<file path="config.mk">
export PLATFORM = sky130hd
export DESIGN_NAME = ip_codma_bus_arbiter
export DESIGN_NICKNAME = d
export VERILOG_FILES = /design/src/rtl/ip_codma_pkg.sv /design/src/rtl/ip_codma_rr_picker.sv /design/src/rtl/ip_codma_bus_arbiter.sv
export SDC_FILE = /design/constraint.sdc
export NUM_CORES = 1
export LEC_CHECK = 0
export BUFFER_PORTS_ARGS = -buffer_cell sky130_fd_sc_hd__buf_2
export CAP_MARGIN = 5
export CORE_AREA = 2 2 164 166
export DETAILED_ROUTE_END_ITERATION = 10
export DIE_AREA = 0 0 166 168
export PLACE_DENSITY = 0.58
export SYNTH_ARGS = -nofsm -noshare
export SYNTH_HDL_FRONTEND = slang
export SYNTH_SLANG_ARGS = --single-unit
</file>
<file path="constraint.sdc">
create_clock -name clk_i -period 4.4 [get_ports clk_i]
set_clock_uncertainty 0.2 [all_clocks]
set_input_delay 0.66 -clock clk_i [delete_from_list [all_inputs] [get_ports clk_i]]
set_output_delay 0.66 -clock clk_i [all_outputs]
set_load 0.02 [all_outputs]
</file>
<file path="src/rtl/ip_codma_pkg.sv">
// rtl/ip_codma_pkg.sv - Shared CODMA types and constants
package ip_codma_pkg;

    typedef enum logic [1:0] {
        ARB_IDLE    = 2'd0,
        ARB_ASK     = 2'd1,
        ARB_GRANTED = 2'd2,
        ARB_RELEASE = 2'd3
    } arb_state_t;

    // Size code presented on the bus whenever nobody owns it.
    localparam logic [3:0] SIZE_IDLE = 4'd9;

endpackage

</file>
<file path="src/rtl/ip_codma_rr_picker.sv">
// rtl/ip_codma_rr_picker.sv - Combinational round-robin winner select
module ip_codma_rr_picker #(
    parameter int NUM_REQ = 3,
    parameter int PTR_W   = 2
) (
    input  logic [NUM_REQ-1:0] req_i,
    input  logic [PTR_W-1:0]   ptr_i,
    output logic [NUM_REQ-1:0] winner_o,
    output logic               valid_o
);

    int idx;

    // Scan cyclically starting at ptr_i; the first set request wins.
    always_comb begin
        winner_o = '0;
        valid_o  = 1'b0;
        idx      = 0;
        for (int i = 0; i < NUM_REQ; i++) begin
            idx = int'(ptr_i) + i;
            if (idx >= NUM_REQ) begin
                idx = idx - NUM_REQ;
            end
            if (!valid_o && req_i[idx]) begin
                winner_o[idx] = 1'b1;
                valid_o       = 1'b1;
            end
        end
    end

endmodule

</file>
<file path="src/rtl/ip_codma_bus_arbiter.sv">
// rtl/ip_codma_bus_arbiter.sv - Round-robin owner of the CODMA memory-bus master port
// Optional grant watchdog enabled by defining CODMA_ARB_TIMEOUT_EN.
module ip_codma_bus_arbiter
    import ip_codma_pkg::*;
#(
    parameter int NUM_REQ        = 3,
    parameter int ADDR_W         = 32,
    parameter int DATA_W         = 64,
    parameter int TIMEOUT_CYCLES = 256
) (
    input  logic                      clk_i,
    input  logic                      reset_i,
    input  logic                      abort_i,
    input  logic [NUM_REQ-1:0]        req_i,
    input  logic [NUM_REQ-1:0]        rd_nwr_i,
    input  logic [NUM_REQ*ADDR_W-1:0] addr_i,
    input  logic [NUM_REQ*4-1:0]      size_i,
    input  logic [NUM_REQ*DATA_W-1:0] wdata_i,
    output logic [NUM_REQ-1:0]        gnt_o,
    output logic [NUM_REQ-1:0]        done_o,
    output logic                      bus_read_o,
    output logic                      bus_write_o,
    output logic                      bus_write_valid_o,
    output logic [ADDR_W-1:0]         bus_addr_o,
    output logic [3:0]                bus_size_o,
    output logic [DATA_W-1:0]         bus_wdata_o,
    input  logic                      bus_grant_i,
    input  logic                      bus_done_i,
    output logic                      arb_error_o
);

    localparam int PTR_W = (NUM_REQ > 1) ? $clog2(NUM_REQ) : 1;
    localparam logic [NUM_REQ-1:0] ONE_HOT_0 = NUM_REQ'(1);

    arb_state_t         state_q, state_d;
    logic [PTR_W-1:0]   rr_ptr_q, rr_ptr_d;
    logic [PTR_W-1:0]   owner_q, owner_d;
    logic               rd_nwr_q, rd_nwr_d;
    logic [ADDR_W-1:0]  addr_q, addr_d;
    logic [3:0]         size_q, size_d;

    logic [NUM_REQ-1:0] gnt_q, gnt_d;
    logic [NUM_REQ-1:0] done_q, done_d;
    logic               bus_read_q, bus_read_d;
    logic               bus_write_q, bus_write_d;
    logic               bus_wvalid_q, bus_wvalid_d;
    logic [ADDR_W-1:0]  bus_addr_q, bus_addr_d;
    logic [3:0]         bus_size_q, bus_size_d;
    logic [DATA_W-1:0]  bus_wdata_q, bus_wdata_d;
    logic               err_q, err_d;

    logic [NUM_REQ-1:0] pick_oh;
    logic               pick_valid;
    logic [PTR_W-1:0]   pick_idx;
    logic [PTR_W-1:0]   next_ptr;
    logic               finish;
    logic               expire;
    logic               timeout_hit;
    logic               bus_owned;

    ip_codma_rr_picker #(
        .NUM_REQ (NUM_REQ),
        .PTR_W   (PTR_W)
    ) u_picker (
        .req_i    (req_i),
        .ptr_i    (rr_ptr_q),
        .winner_o (pick_oh),
        .valid_o  (pick_valid)
    );

    always_comb begin
        pick_idx = '0;
        for (int i = 0; i < NUM_REQ; i++) begin
            if (pick_oh[i]) begin
                pick_idx = PTR_W'(i);
            end
        end
    end

    assign next_ptr = (owner_q == PTR_W'(NUM_REQ - 1)) ? '0 : owner_q + 1'b1;

`ifdef CODMA_ARB_TIMEOUT_EN
    localparam int CNT_W = (TIMEOUT_CYCLES > 2) ? $clog2(TIMEOUT_CYCLES) : 1;

    logic [CNT_W-1:0] cnt_q, cnt_d;

    assign timeout_hit = (cnt_q == CNT_W'(TIMEOUT_CYCLES - 1));

    // Counts consecutive cycles in one bus-holding state; any state change restarts it.
    always_comb begin
        cnt_d = '0;
        if ((state_d == state_q) && ((state_q == ARB_ASK) || (state_q == ARB_GRANTED))) begin
            cnt_d = cnt_q + 1'b1;
        end
    end

    always_ff @(posedge clk_i) begin
        if (reset_i) begin
            cnt_q <= '0;
        end else begin
            cnt_q <= cnt_d;
        end
    end
`else
    logic unused_timeout_cfg;
    assign unused_timeout_cfg = (TIMEOUT_CYCLES != 0);
    assign timeout_hit        = 1'b0;
`endif

    always_ff @(posedge clk_i) begin
        if (reset_i) begin
            state_q      <= ARB_IDLE;
            rr_ptr_q     <= '0;
            owner_q      <= '0;
            rd_nwr_q     <= 1'b0;
            addr_q       <= '0;
            size_q       <= '0;
            gnt_q        <= '0;
            done_q       <= '0;
            bus_read_q   <= 1'b0;
            bus_write_q  <= 1'b0;
            bus_wvalid_q <= 1'b0;
            bus_addr_q   <= '0;
            bus_size_q   <= SIZE_IDLE;
            bus_wdata_q  <= '0;
            err_q        <= 1'b0;
        end else begin
            state_q      <= state_d;
            rr_ptr_q     <= rr_ptr_d;
            owner_q      <= owner_d;
            rd_nwr_q     <= rd_nwr_d;
            addr_q       <= addr_d;
            size_q       <= size_d;
            gnt_q        <= gnt_d;
            done_q       <= done_d;
            bus_read_q   <= bus_read_d;
            bus_write_q  <= bus_write_d;
            bus_wvalid_q <= bus_wvalid_d;
            bus_addr_q   <= bus_addr_d;
            bus_size_q   <= bus_size_d;
            bus_wdata_q  <= bus_wdata_d;
            err_q        <= err_d;
        end
    end

    // Priority inside a state: abort, then the bus event, then withdraw, then watchdog.
    always_comb begin
        state_d  = state_q;
        rr_ptr_d = rr_ptr_q;
        owner_d  = owner_q;
        rd_nwr_d = rd_nwr_q;
        addr_d   = addr_q;
        size_d   = size_q;
        finish   = 1'b0;
        expire   = 1'b0;
        unique case (state_q)
            ARB_IDLE: begin
                if (!abort_i && pick_valid) begin
                    state_d  = ARB_ASK;
                    owner_d  = pick_idx;
                    rd_nwr_d = rd_nwr_i[pick_idx];
                    addr_d   = addr_i[pick_idx*ADDR_W +: ADDR_W];
                    size_d   = size_i[pick_idx*4 +: 4];
                end
            end
            ARB_ASK: begin
                if (abort_i) begin
                    state_d = ARB_RELEASE;
                end else if (bus_grant_i) begin
                    state_d = ARB_GRANTED;
                end else if (!req_i[owner_q]) begin
                    state_d = ARB_IDLE;
                end else if (timeout_hit) begin
                    state_d  = ARB_RELEASE;
                    expire   = 1'b1;
                    rr_ptr_d = next_ptr;
                end
            end
            ARB_GRANTED: begin
                if (abort_i) begin
                    state_d = ARB_RELEASE;
                end else if (bus_done_i) begin
                    state_d  = ARB_RELEASE;
                    finish   = 1'b1;
                    rr_ptr_d = next_ptr;
                end else if (timeout_hit) begin
                    state_d  = ARB_RELEASE;
                    expire   = 1'b1;
                    rr_ptr_d = next_ptr;
                end
            end
            ARB_RELEASE: begin
                state_d = ARB_IDLE;
            end
            default: begin
                state_d = ARB_IDLE;
            end
        endcase
    end

    assign bus_owned = (state_d == ARB_ASK) || (state_d == ARB_GRANTED);

    // Registered bus outputs are a pure function of the upcoming state and latched owner.
    always_comb begin
        bus_read_d   = (state_d == ARB_ASK) && rd_nwr_d;
        bus_write_d  = (state_d == ARB_ASK) && !rd_nwr_d;
        bus_wvalid_d = (state_d == ARB_GRANTED) && !rd_nwr_d;
        bus_addr_d   = bus_owned ? addr_d : '0;
        bus_size_d   = bus_owned ? size_d : SIZE_IDLE;
        bus_wdata_d  = bus_wvalid_d ? wdata_i[owner_d*DATA_W +: DATA_W] : '0;
        gnt_d        = (state_d == ARB_GRANTED) ? (ONE_HOT_0 << owner_d) : '0;
        done_d       = finish ? (ONE_HOT_0 << owner_q) : '0;
        err_d        = expire;
    end

    assign gnt_o             = gnt_q;
    assign done_o            = done_q;
    assign bus_read_o        = bus_read_q;
    assign bus_write_o       = bus_write_q;
    assign bus_write_valid_o = bus_wvalid_q;
    assign bus_addr_o        = bus_addr_q;
    assign bus_size_o        = bus_size_q;
    assign bus_wdata_o       = bus_wdata_q;
    assign arb_error_o       = err_q;

endmodule

</file>
==> results.toml, run 1 <==
[logic_synthesis]
ys.flop_type = "dfxtp_1"
synth_edf_count = 0
syn-num-nets = 1045
synthesis.area_um2 = 6850
ys_seq_area_share_pct = 44.4
synth_top_area_share_pct = 44.4
synth_cell_types = 47
syn_inst = 728
syn_avg_cell_area_um2 = 9.41
yosys.area.top_type = "dfxtp_1"
async_flop_share_pct = 0
yosys_warnings = 0
synth_seq_cells = 152
synth_area_leaders = "dfxtp_1, o221ai_1, nand2b_1"

[clocking]
hold_buffers = 0
clkSlewWorstSetupHoldPaths_ns = 0.07
insertion_delay_ns = 0.41
cts_buffers = 17
cts_tree = "yes"
cts_max_level = 4
cts-root-buf = "clkbuf_16"
cts_buffer_depth = 2
post_cts.repair.setup_buffers = 0
cts_resized = 0
cts.sinks = 152

[detailed_routing]
vias_per_cell = 4.85
wl_per_cell_um = 18.5
firstDrtPassIters = 4
drt_iter0_markers = 418
drcViolationCount = 0
ant_nets = 0
routed_wl_um = 27100
vias = 7114

[layout]
final_common_cell = "buf_2"
mostFrequentLayoutCells = "buf_2, dfxtp_1, nor2_1, nand2b_1, o221ai_1"
fillers = 2756
syn2layout_area_growth_pct = 42.9
fin_cells = 1468
nets = 1424
drive_above_1_share_pct = 45.5

[timing]
hold_viol_final = 0
drv_slew = 0
fin_crit_ns = 3.83
tightest_slew_ns = 1.11
timing.fmax_mhz = 261
setup_tns_ns = 0
grt_setup_unrepaired = "false"
period_share_pct = 87.1
slew_headroom_pct = 26.0
finalSetupViolCount = 0

[hold_path]
hp-class = "reg -> reg"

[floorplan]
ioPinCount = 421
core_um2 = 26400
die_h_um = 168
die_width_um = 166
dieArea_um2 = 27900
placement_rows = 60
initial_core_util_pct = 26.0

[status]
status = "finished clean"

[worst_setup_path]
endpoint_kind = "flip-flop"
worstPathRequired_ns = 4.55
cp-start-kind = "flip-flop"
cp_data_arrival_time_ns = 3.99
critPathMaxFanout = 65
worstSetupPathType = "reg -> reg"

[placed_design]
portBuffers = 419
gp_congestion = 0.835
hpwl_um = 20200
placedCellCount = 1429

[run]
maxCapViolations = 0

[global_routing]
antenna_found_initial = 8
grt_max_degree = 68
overflow = 0
grt_pass1_wl_um = 40800
grt_pass1_vias = 7051
grt_util_all_layers_pct = 18.8

[pwr]
powerDensity_nw_per_um2 = 411
ir_drop_v = 0.000190
p_leak_nw = 4.45
[kinds of logic after synthesis]
kind of cell | count (synthesis) | synth area share, %
AO/OA/AOI/OAI | 265 | 31.3
AND/OR/NAND/NOR | 217 | 16.5
flip-flops | 152 | 44.4
buffers and inverters | 80 | 5.53
adder cells (fa/ha/maj) | 6 | 1.10
multiplexers | 6 | 0.968
other | 1 | 0.0547
XOR/XNOR | 1 | 0.128
[report_power, final]
part,switching [mW],internal (mW)
Combinational,0.603,0.429
Clock,0.658,0.812
Sequential,0.0384,1.49
[registers in the layout, summed over array words and instances (netlist names)]
| name | cells |
|---|---|
| addr_q | 32 |
| bus_addr_o | 32 |
| bus_read_o | 1 |
| bus_size_o | 4 |
| bus_wdata_o | 64 |
| bus_write_o | 1 |
| bus_write_valid_o | 1 |
| done_o | 3 |
| gnt_o | 3 |
| owner_q | 2 |
| rd_nwr_q | 1 |
| rr_ptr_q | 2 |
| size_q | 4 |
| state_q | 2 |
[area by class of cell]
class | count | area (um2) | share of cell area [%]
clock inverters | 13 | 134 | 1.37
multi-input cells | 496 | 3490 | 35.7
inverters | 8 | 30.0 | 0.307
flip-flops and latches | 152 | 3040 | 31.1
clock buffers | 19 | 443 | 4.52
diodes | 7 | 17.5 | 0.179
well taps | 341 | 427 | 4.36
repair buffers | 432 | 2210 | 22.5
[worst paths after layout]
| path | startpoint | end | slack [ns] | cells after the start |
|---|---|---|---|---|
| worst min register to register | size_q[0] | bus_size_o[0] | 0.27 | 2 |
| worst min-delay path | size_q[0] | bus_size_o[0] | 0.27 | 2 |
| worst max register to register | rr_ptr_q[0] | bus_wdata_o[16] | 0.57 | 11 |
| worst max-delay path | rr_ptr_q[0] | bus_wdata_o[16] | 0.57 | 11 |
[metal layers]
metal | wire, um | GRT usage [%]
met5 | 13 | 0
met4 | 408 | 5.86
met3 | 2020 | 5.15
met2 | 13500 | 32.5
met1 | 11200 | 22.7
[synth_stat cells (3+ instances only)]
library cell / instances
dfxtp_1: 152
a21boi_1: 27
a21boi_2: 31
nor2b_1: 3
a2bb2oi_1: 37
nor3b_1: 3
o221ai_1: 65
buf_2: 15
buf_4: 4
nand2_1: 9
clkbuf_1: 44
a21oi_1: 8
mux2i_1: 4
inv_1: 8
a211oi_1: 36
buf_6: 6
nor3_1: 9
o21ai_0: 36
nor2_1: 81
a21boi_0: 7
ha_1: 6
and3_1: 38
buf_1: 3
nand2b_1: 67
or2_2: 3
[stage by stage]
stage                     hold slack [ns]  cell area, um2  utilization, %  power [mW]  setup slack [ns]
after floorplan                     0.224            6850               -        2.21              1.15
after global placement              0.241            9200            34.9        2.59             0.678
after detailed placement            0.248            9200            34.9        2.60             0.572
after CTS                           0.266            9770            37.1        4.08             0.550
after global routing                0.271            9790            37.1        4.24             0.183
final                               0.267            9790            37.2        4.03             0.568
[critical path, cell delays in order (launching register included)]
cell,delay [ns]
dfxtp_1,0.36
inv_1,0.08
ha_1,0.42
mux2i_1,0.22
o22ai_1,0.17
o31a_1,0.42
a21oi_1,0.26
ha_1,0.21
nand2b_1,0.09
a21oi_1,0.12
o21a_2,0.86
a21boi_2,0.29
(Power assumes the default switching activity.)
==> inputs of run 2 (changes only) <==
PLACE_DENSITY = 0.54   (was 0.58)
==> results.toml, run 2 (same netlist as run 1, synthesis figures left out) <==
[worst_setup_path]
endpoint_kind = "flip-flop"
critPathLaunch = "rr_ptr_q[1]"
ff2ff_path_depth = 11
cp-start-kind = "flip-flop"
reg2reg_slack_ns = 0.99
cp_data_arrival_time_ns = 3.56
worstSetupPathType = "reg -> reg"
worstPathRequired_ns = 4.56
critPathMaxFanout = 39
r2r_start = "rr_ptr_q[1]"
regToRegEndpoint = "bus_wdata_o[1]"
crit_end = "bus_wdata_o[1]"

[timing]
finalSetupViolCount = 0
fin_crit_ns = 3.41
hold_viol_final = 0
grt_setup_unrepaired = "false"
timing.fmax_mhz = 294
period_share_pct = 77.4
fin_ws_ns = 0.993
drv_slew = 0
setup_tns_ns = 0
tightest_slew_ns = 1.08
slew_headroom_pct = 27.9

[global_routing]
grt_util_all_layers_pct = 19.2
grt_max_degree = 66
grt_pass1_wl_um = 41300
grt_pass1_vias = 7054
overflow = 0
antenna_found_initial = 8

[detailed_routing]
drt_iter0_markers = 449
wl_per_cell_um = 18.7
routed_wl_um = 27500
ant_nets = 0
firstDrtPassIters = 4
drcViolationCount = 0
vias = 7097
vias_per_cell = 4.83

[placed_design]
gp_congestion = 0.850
portBuffers = 419
pre_cts_ws_ns = 0.986
hpwl_um = 20600

[clocking]
cts_buffers = 17
cts.sinks = 152
hold_buffers = 0
insertion_delay_ns = 0.42
clkSlewWorstSetupHoldPaths_ns = 0.08
post_cts.repair.setup_buffers = 0
cts-root-buf = "clkbuf_16"
cts_max_level = 4
cts_buffer_depth = 2
cts_resized = 0
cts_tree = "yes"

[layout]
final_common_cell = "buf_2"
mostFrequentLayoutCells = "buf_2, dfxtp_1, nor2_1, nand2b_1, o221ai_1"
drive_above_1_share_pct = 45.9
finish.utilization_pct = 37.4
largest_register_ffs = 64
nets = 1428
syn2layout_area_growth_pct = 43.8

[run]
maxCapViolations = 0

[pwr]
power.share.combinational_pct = 25.8
p_sw_mw = 1.31
pwr-share-clk_pct = 36.7
ir_drop_v = 0.000213
internal_power_mw = 2.76
p_seq_share_pct = 37.4
p_leak_nw = 4.48
switching_share_pct = 32.3
power.total_mw = 4.07
powerDensity_nw_per_um2 = 413

[hold_path]
hp-class = "reg -> reg"

[floorplan]
initial_core_util_pct = 26.0
ioPinCount = 421
core_um2 = 26400
die_width_um = 166
die_h_um = 168
placement_rows = 60
dieArea_um2 = 27900

[status]
status = "finished clean"
-- run 2: cell types whose count changed in the layout (fill, tap and decap cells not counted) --
cell      previous run  this run
buf_12               1         3
buf_4               12        14
diode_2              7         5
clkbuf_1             1         0
clkbuf_8             1         2
clkinv_4             3         2
inv_8                2         3
o31a_1               1         0
o31a_2               0         1
-- run 2: per-layer routing --
layer  wire length, um  global-route usage (%)  vias to the layer above
met1             11400                    22.3                     3326
met2             13500                    34.1                      299
li1                  -                       -                     3442
met4               387                    4.76                        6
met5                41                       0                        -
met3              2160                    6.23                       24
-- run 2: how the worst min path moves through the flow --
stage,start,endpoint,slack [ns],cells past startpoint
4_1_cts,size_q[3],bus_size_o[3],0.26,2
5_1_grt,wdata_i[159],bus_wdata_o[31],0.28,3
6_report,size_q[3],bus_size_o[3],0.26,2
3_5_place_dp,size_q[3],bus_size_o[3],0.25,2
3_3_place_gp,size_q[3],bus_size_o[3],0.24,2
2_1_floorplan,size_q[3],bus_size_o[3],0.22,2
-- run 2: area by class of cell --
cell class / count / area, um2
fillers: 2763 / 16500
multi-input cells: 496 / 3490
flip-flops and latches: 152 / 3040
repair buffers: 436 / 2260
clock buffers: 19 / 453
well taps: 341 / 427
clock inverters: 13 / 136
inverters: 8 / 30.0
diodes: 5 / 12.5
-- run 2: power groups by stage --
stage,registers (mW),clock network (mW),logic (mW)
final,1.52,1.49,1.05
after global routing,1.53,1.60,1.15
after CTS,1.52,1.54,1.07
after detailed placement,1.55,0,1.07
after global placement,1.56,0,1.06
after floorplan,1.64,0,0.571
-- run 2: metrics by stage --
step                      std cells  hold slack [ns]  cell area [um2]
after floorplan                 728            0.224             6850
after global placement         1433            0.240             9250
after detailed placement       1433            0.248             9250
after CTS                      1465            0.264             9840
after global routing           1467            0.282             9850
final                          1470            0.260             9860
-- run 2: worst max-delay path, stage by stage, from the launching register on --
cell	delay (ns)
dfxtp_1	0.34
inv_1	0.11
ha_1	0.30
nand3b_1	0.29
o21ai_2	0.19
nand2_1	0.10
buf_4	0.31
nand2_1	0.20
a21oi_4	0.64
buf_12	0.29
o221ai_1	0.16
a21boi_1	0.16
